`config.mk`:
```
export PLATFORM = sky130hd
export DESIGN_NAME = counter_updown_mod
export DESIGN_NICKNAME = d
export VERILOG_FILES = /design/src/rtl/counter_updown_mod_pkg.sv /design/src/rtl/counter_updown_mod_tick_edge_sync.sv /design/src/rtl/counter_updown_mod.sv
export SDC_FILE = /design/constraint.sdc
export NUM_CORES = 1
export LEC_CHECK = 0
export ABC_CLOCK_PERIOD_IN_PS = 1900
export CAP_MARGIN = 20
export CORE_MARGIN = 2
export CORE_UTILIZATION = 48
export CTS_CLUSTER_DIAMETER = 60
export DETAILED_ROUTE_END_ITERATION = 8
export PLACE_DENSITY = 0.81
export SYNTH_ARGS = -nofsm -noshare
export SYNTH_HDL_FRONTEND = slang
export SYNTH_HIERARCHICAL = 1
export SYNTH_SLANG_ARGS = --single-unit
```
`constraint.sdc`:
```
create_clock -name Clk -period 1.9 [get_ports Clk]
set_input_delay 0.285 -clock Clk [delete_from_list [all_inputs] [get_ports Clk]]
set_output_delay 0.285 -clock Clk [all_outputs]
set_load 0.005 [all_outputs]
```
`src/rtl/counter_updown_mod_pkg.sv`:
```
// Shared constants and elaboration-time helpers for the modulo up/down counter.
package counter_updown_mod_pkg;

  localparam bit MODE_LEVEL = 1'b0;
  localparam bit MODE_EDGE  = 1'b1;
  localparam bit SAT_WRAP   = 1'b0;
  localparam bit SAT_HOLD   = 1'b1;

  localparam int unsigned WIDTH_MIN = 2;
  localparam int unsigned WIDTH_MAX = 16;

  // Number of bits needed to represent value (at least 1).
  function automatic int unsigned bits_for(input int unsigned value);
    int unsigned n;
    n = 1;
    for (int unsigned i = 1; i < 32; i++) begin
      if ((value >> i) != 0) n = i + 1;
    end
    return n;
  endfunction

  // MODULUS must fit the count range 0..MODULUS-1 into WIDTH bits.
  function automatic bit cfg_ok(input int unsigned width, input int unsigned modulus);
    return (width >= WIDTH_MIN) && (width <= WIDTH_MAX) &&
           (modulus >= 2) && (bits_for(modulus - 1) <= width);
  endfunction

endpackage

```
`src/rtl/counter_updown_mod_tick_edge_sync.sv`:
```
// Synchronises the asynchronous Tick strobe and turns it into a one-clock count step
// (rising-edge mode) or a per-clock step while high (level mode).
module tick_edge_sync
  import counter_updown_mod_pkg::*;
(
  input  logic Clk,
  input  logic Clr,
  input  logic Tick,
  input  logic Mode,
  output logic step
);

  logic r_s1;
  logic r_s2;
  logic r_s3;

  // Two metastability flops followed by a history flop for edge detection.
  always_ff @(posedge Clk or posedge Clr) begin
    if (Clr) begin
      r_s1 <= 1'b0;
      r_s2 <= 1'b0;
      r_s3 <= 1'b0;
    end else begin
      r_s1 <= Tick;
      r_s2 <= r_s1;
      r_s3 <= r_s2;
    end
  end

  assign step = (Mode == MODE_EDGE) ? (r_s2 & ~r_s3) : r_s2;

endmodule

```
`src/rtl/counter_updown_mod.sv`:
```
// Parametrised modulo up/down counter with parallel load, wrap/saturate bounds and a
// synchronised count strobe; feeds the hex/LED display decoders.
module counter_updown_mod
  import counter_updown_mod_pkg::*;
#(
  parameter int unsigned WIDTH     = 8,
  parameter int unsigned MODULUS   = 256,
  parameter bit          SATURATE  = SAT_WRAP,
  parameter bit          EDGE_MODE = MODE_EDGE
) (
  input  logic             Clk,
  input  logic             Clr,
  input  logic             En,
  input  logic             Up,
  input  logic             Tick,
  input  logic             Load,
  input  logic [WIDTH-1:0] D,
  output logic [WIDTH-1:0] Q,
  output logic             Wrap,
  output logic             AtMax,
  output logic             AtZero
);

  localparam logic [WIDTH-1:0] MAX_VAL = WIDTH'(MODULUS - 1);

  if (!cfg_ok(WIDTH, MODULUS)) begin : g_cfg_err
    $error("counter_updown_mod: WIDTH=%0d MODULUS=%0d out of range", WIDTH, MODULUS);
  end

  logic             w_step;
  logic             w_wrap_next;
  logic [WIDTH-1:0] w_q_next;
  logic [WIDTH-1:0] r_q;
  logic             r_wrap;

  tick_edge_sync u_sync (
    .Clk  (Clk),
    .Clr  (Clr),
    .Tick (Tick),
    .Mode (EDGE_MODE),
    .step (w_step)
  );

  // Next count: load beats a coincident step; bound events flag Wrap in both modes.
  always_comb begin
    w_q_next    = r_q;
    w_wrap_next = 1'b0;
    if (Load) begin
      w_q_next = (D > MAX_VAL) ? MAX_VAL : D;
    end else if (w_step && En) begin
      if (Up) begin
        if (r_q == MAX_VAL) begin
          w_wrap_next = 1'b1;
          if (SATURATE == SAT_WRAP) w_q_next = '0;
        end else begin
          w_q_next = r_q + WIDTH'(1);
        end
      end else begin
        if (r_q == '0) begin
          w_wrap_next = 1'b1;
          if (SATURATE == SAT_WRAP) w_q_next = MAX_VAL;
        end else begin
          w_q_next = r_q - WIDTH'(1);
        end
      end
    end
  end

  always_ff @(posedge Clk or posedge Clr) begin
    if (Clr) begin
      r_q    <= '0;
      r_wrap <= 1'b0;
    end else begin
      r_q    <= w_q_next;
      r_wrap <= w_wrap_next;
    end
  end

  assign Q      = r_q;
  assign Wrap   = r_wrap;
  assign AtMax  = (r_q == MAX_VAL);
  assign AtZero = (r_q == '0);

endmodule

```
# Word level (Yosys, flattened, before mapping)

Index checks and enable logic that the tools add are counted.

Order comparisons: 1
Reductions and logical operators: 3
Bitwise operators: 2
Add/subtract/negate cells: 2
Equality and inequality tests: 1
Multiplexer cells: 11

Operator list:

| cell                                                               | number |
|---|---|
| 8-bit 2-to-1 mux                                                   | 6 |
| 8-bit by 1-bit adder with 8-bit output, second input constant      | 1 |
| 8-bit equality test, second input constant                         | 1 |
| 8-bit > comparator, second input constant                          | 1 |
| 8-bit zero test                                                    | 1 |
| 8-bit by 1-bit subtractor with 8-bit output, second input constant | 1 |
| 1-bit 2-to-1 mux                                                   | 5 |
| 2-bit nonzero test                                                 | 1 |
| 1-bit bitwise AND                                                  | 1 |
| 1-bit logical AND                                                  | 1 |
| 1-bit inverter                                                     | 1 |

Flip-flop bits (word level): 12

# Depth between registers and ports, before layout

Word-level depth: 5
Depth in mapped cells: 6

# Cells and area by module

Netlist, hierarchy kept.

Modules (own cells, without submodules):

| module             | area each (um2) | cells an instance | times used | seq. area each (um2) |
|---|---|---|---|---|
| counter_updown_mod | 868.3           | 113               | 1          | 225.2 |
| tick_edge_sync     | 90.1            | 5                 | 1          | 75.1 |

# Least setup slack after synthesis

No wires, ideal clock.

Path type: register -> register
Start: reg r_q[0] (netlist: Q[0])
End: reg r_q[5] (netlist: Q[5])
Stages on the path, launching flop included: 7
Arrival: 1699 ps
Path slack: 130 ps
Library setup time: 71 ps
Cell sequence: dfrtp_1 > inv_1 > ha_1 > or4b_4 > a2111oi_0 > o21ai_0 > nand4_1

Word-level cells in the longest chain between the ends: 5

RTL lines:

| what                                                                | RTL line                                           | source |
|---|---|---|
| start: declaration                                                  | counter_updown_mod.sv:33                           | `logic [WIDTH-1:0] r_q;` |
| start signal: assignment                                            | counter_updown_mod.sv:74                           | `r_q <= w_q_next;` |
| 8-bit by 1-bit subtractor with 8-bit output (tied with other cells) | counter_updown_mod.sv:63                           | `w_q_next = r_q - WIDTH'(1);` |
| 8-bit 2-to-1 mux, on equally long branches                          | counter_updown_mod.sv:59, counter_updown_mod.sv:52 |  |
| 8-bit 2-to-1 mux *                                                  | counter_updown_mod.sv:51                           | `if (Up) begin` |
| 8-bit 2-to-1 mux *                                                  | counter_updown_mod.sv:50                           | `end else if (w_step && En) begin` |
| 8-bit 2-to-1 mux *                                                  | counter_updown_mod.sv:48                           | `if (Load) begin` |

Every way passes the cells marked *; elsewhere a longest branch is shown, timed or not. The select of a mux whose other input is x is not followed.
A chain may end at the register's enable or synchronous reset.

# Worst setup path in the final report

Start: reg r_q[0] (netlist: Q[0])
End: out AtZero

Word-level cells in the longest chain between the ends: 1

RTL lines:

| what             | RTL line                 | source |
|---|---|---|
| 8-bit zero test  | counter_updown_mod.sv:82 | `assign AtZero = (r_q == '0);` |
| end: declaration | counter_updown_mod.sv:21 | `output logic AtZero` |

No other way between the ends.

==> metrics.yaml <==
status:
  status: "complete, but fails checks"
  violations: "negative setup slack"
worst_setup_path:
  critPathSlowestCell: "or4b_4"
  cp_num_buf_inv: 2
  timing.rr.end: "Q[2]"
  crit_family: "simple AND/OR/NAND/NOR gates"
  cp_slowest_stage_delay_ns: 0.49
  reg2reg_from: "Q[0]"
  start_kind: "register"
  r2r_slack_ns: 0.02
  crit_required_ns: 1.62
  worstSetupPathType: "register to output pin"
  r2r_cells: 7
  path_cells: "inv_2 > ha_4 > or4b_4 > nor2_4 > buf_2"
  arrival_ns: 1.64
  cp-end-kind: "output pin"
  path_max_fanout: 2
logic_synthesis:
  synth-async-reset-ratio_pct: 100
  syn_inst: 118
  ys_seq_elements: 12
  synth_area_leaders: "dfrtp_1, nand2_1, ha_1, o21ai_0, nand3_1"
  synth-edff-count: 0
  avgSynthCellArea_sq_um: 8.12
  ys.warnings.count: 6
  yosysTopAreaCell: "dfrtp_1"
  synthesis.area_sq_um: 958
  synth_top_flop_cell: "dfrtp_1"
  yosysUniqueCellTypes: 44
  synth_fp_nets: 135
  yosysSeqAreaShare_pct: 31.3
  synth_top_area_share_pct: 31.3
routing:
  wl_um: 3250
  drc_errors: 0
  wl_per_cell_um: 16.9
  viasPerCell: 6.03
  drtIter0Drc: 66
  dr.pass1.iters: 4
  vias: 1157
  postRouteAntennaNets: 0
global_routing:
  grt_usage_pct: 27.3
  grt_pass1_wl_um: 4980
  grt_max_degree: 15
  antenna_found_initial: 0
  grt_overflow: 0
  first_global_vias: 1096
pwr:
  netSwitchingPower_mw: 0.337
  pwr-share-clk_pct: 23.4
  power_frac_seq_pct: 31.3
  pwr-share-comb_pct: 45.3
  pwr_density_cell_mw_per_mm2: 622
  swShare_pct: 35.4
  leakagePower_nw: 0.639
  internal_power_mw: 0.614
  vdd_drop_max_mv: 0.500
  finalPower_mw: 0.951
worst_hold_path:
  hold_path_class: "input pin to async pin"
clock_tree:
  clk_path_buf_depth: 2
  clk_pin_slew_ns: 0.09
  numCtsBuffers: 3
  cts_sinks: 12
  postCtsHoldBufs: 0
  root_buffer: "clkbuf_4"
  cts_tree: "built"
  clk_latency_ns: 0.29
  h-tree-depth: 1
final_layout:
  diodes: 0
  final_nets: 183
  layout_commonest_cell: "buf_4"
  final_cells: 192
  drive_gt1_share_pct: 30.9
  area_growth_pct: 59.5
  mostFrequentLayoutCells: "buf_4, clkdlybuf4s50_1, dfrtp_1, nand2_1"
floorplanning:
  start_util_pct: 49.9
  die_h_um: 48.7
  die_area_sq_mm: 0.00237
  core_sq_mm: 0.00192
  dieWidth_um: 48.7
  num_rows: 16
  io_pins: 25
timing:
  report.final.slew_viol_count: 0
  min_period_ns: 1.92
  hold_ws_ns: 0.198
  finalSetupTns_ns: -0.0270
  final-hold-violation-count: 0
  rsz0062_at_grt: "true"
  fin_crit_sh_pct: 101
  fmax_mhz: 520
  setup_viol: 2
  fin_skew_ns: 0.00456
  setup_slack_ns: -0.0238
placement:
  dp.cells: 183
  dp_slack_ns: -0.126
  io_buffer_count: 24
  hpwl_um: 2150
  place_congestion: 0.977
flow_run:
  maxCapViolCount: 0
-- what timing repair did --
action,4_1_cts,5_1_grt
pin swaps,2,6
setup buffers,5,1
resized for setup,12,16
setup endpoints to repair,4,6
-- Yosys cell counts (all sizes together), types with 2 or more instances --
cell	count
dfrtp	12
nand2	12
o21ai	8
inv	7
nor2	7
nand3	6
a21oi	5
clkbuf	5
a31oi	4
buf	4
nor3	4
o31ai	4
or3	4
a21o	3
ha	3
xor2	3
a2111oi	2
and2	2
and4	2
nand4	2
o211ai	2
-- power by group through the flow --
stage	Clock (mW)	Combinational (mW)	Sequential [mW]
floorplan	0	0.176	0.313
global placement	0	0.347	0.300
detailed placement	0	0.357	0.301
CTS	0.224	0.379	0.296
global route	0.241	0.459	0.300
finish	0.222	0.431	0.298
-- flip-flops by register name (all words and copies together), names as in the netlist --
register	flops
Wrap	1
Q	8
u_sync/r_s2	1
u_sync/r_s1	1
u_sync/r_s3	1
-- layout make-up --
type / count / area, sq um
multi-input combinational: 90 / 684
timing repair buffer: 52 / 448
sequential: 12 / 300
fill: 128 / 393
clock buffer: 4 / 36.3
tap: 27 / 33.8
inverter: 7 / 26.3
-- worst register-to-register path, stage by stage, from the launching register on --
cell     delay, ns
dfrtp_1       0.41
inv_2         0.08
ha_4          0.13
or4b_4        0.49
buf_4         0.19
o31ai_4       0.25
a31oi_1       0.11
o21ai_1       0.15
-- cells by family after synthesis --
family / share of synthesized area [%]
and+or+nand+nor: 24.0
AOI/OAI and AO/OA: 28.1
buffers and inverters: 7.57
DFF: 31.3
xor gates and xnor gates: 3.66
adders and majority gates: 3.92
other: 0.391
muxes: 1.04
-- layer usage --
metal	global-route usage [%]	wire, um	vias up
met5	0	0	-
met4	9.05	68	0
met3	9.26	365	15
met2	43.2	1550	90
met1	34.8	1270	525
li1	-	-	527
-- stage by stage --
stage          instance area (sq um)  utilization, %
2_1_floorplan                    958               -
5_1_grt                         1530            79.6
6_report                        1530            79.6
3_5_place_dp                    1360            70.7
3_3_place_gp                    1360            70.7
4_1_cts                         1440            74.9
-- worst max-delay path by stage --
stage	from	end	slack (ns)	cells past startpoint
after CTS	Q[1]	Q[2]	-0.02	7
after detailed placement	Q[0]	AtZero	-0.13	5
after global routing	Q[0]	AtZero	-0.1	5
final	Q[0]	AtZero	-0.02	5
after floorplan	Q[0]	Q[5]	0.13	6
after global placement	Q[0]	AtZero	-0.1	5
Power figures use the tool's default switching activity.
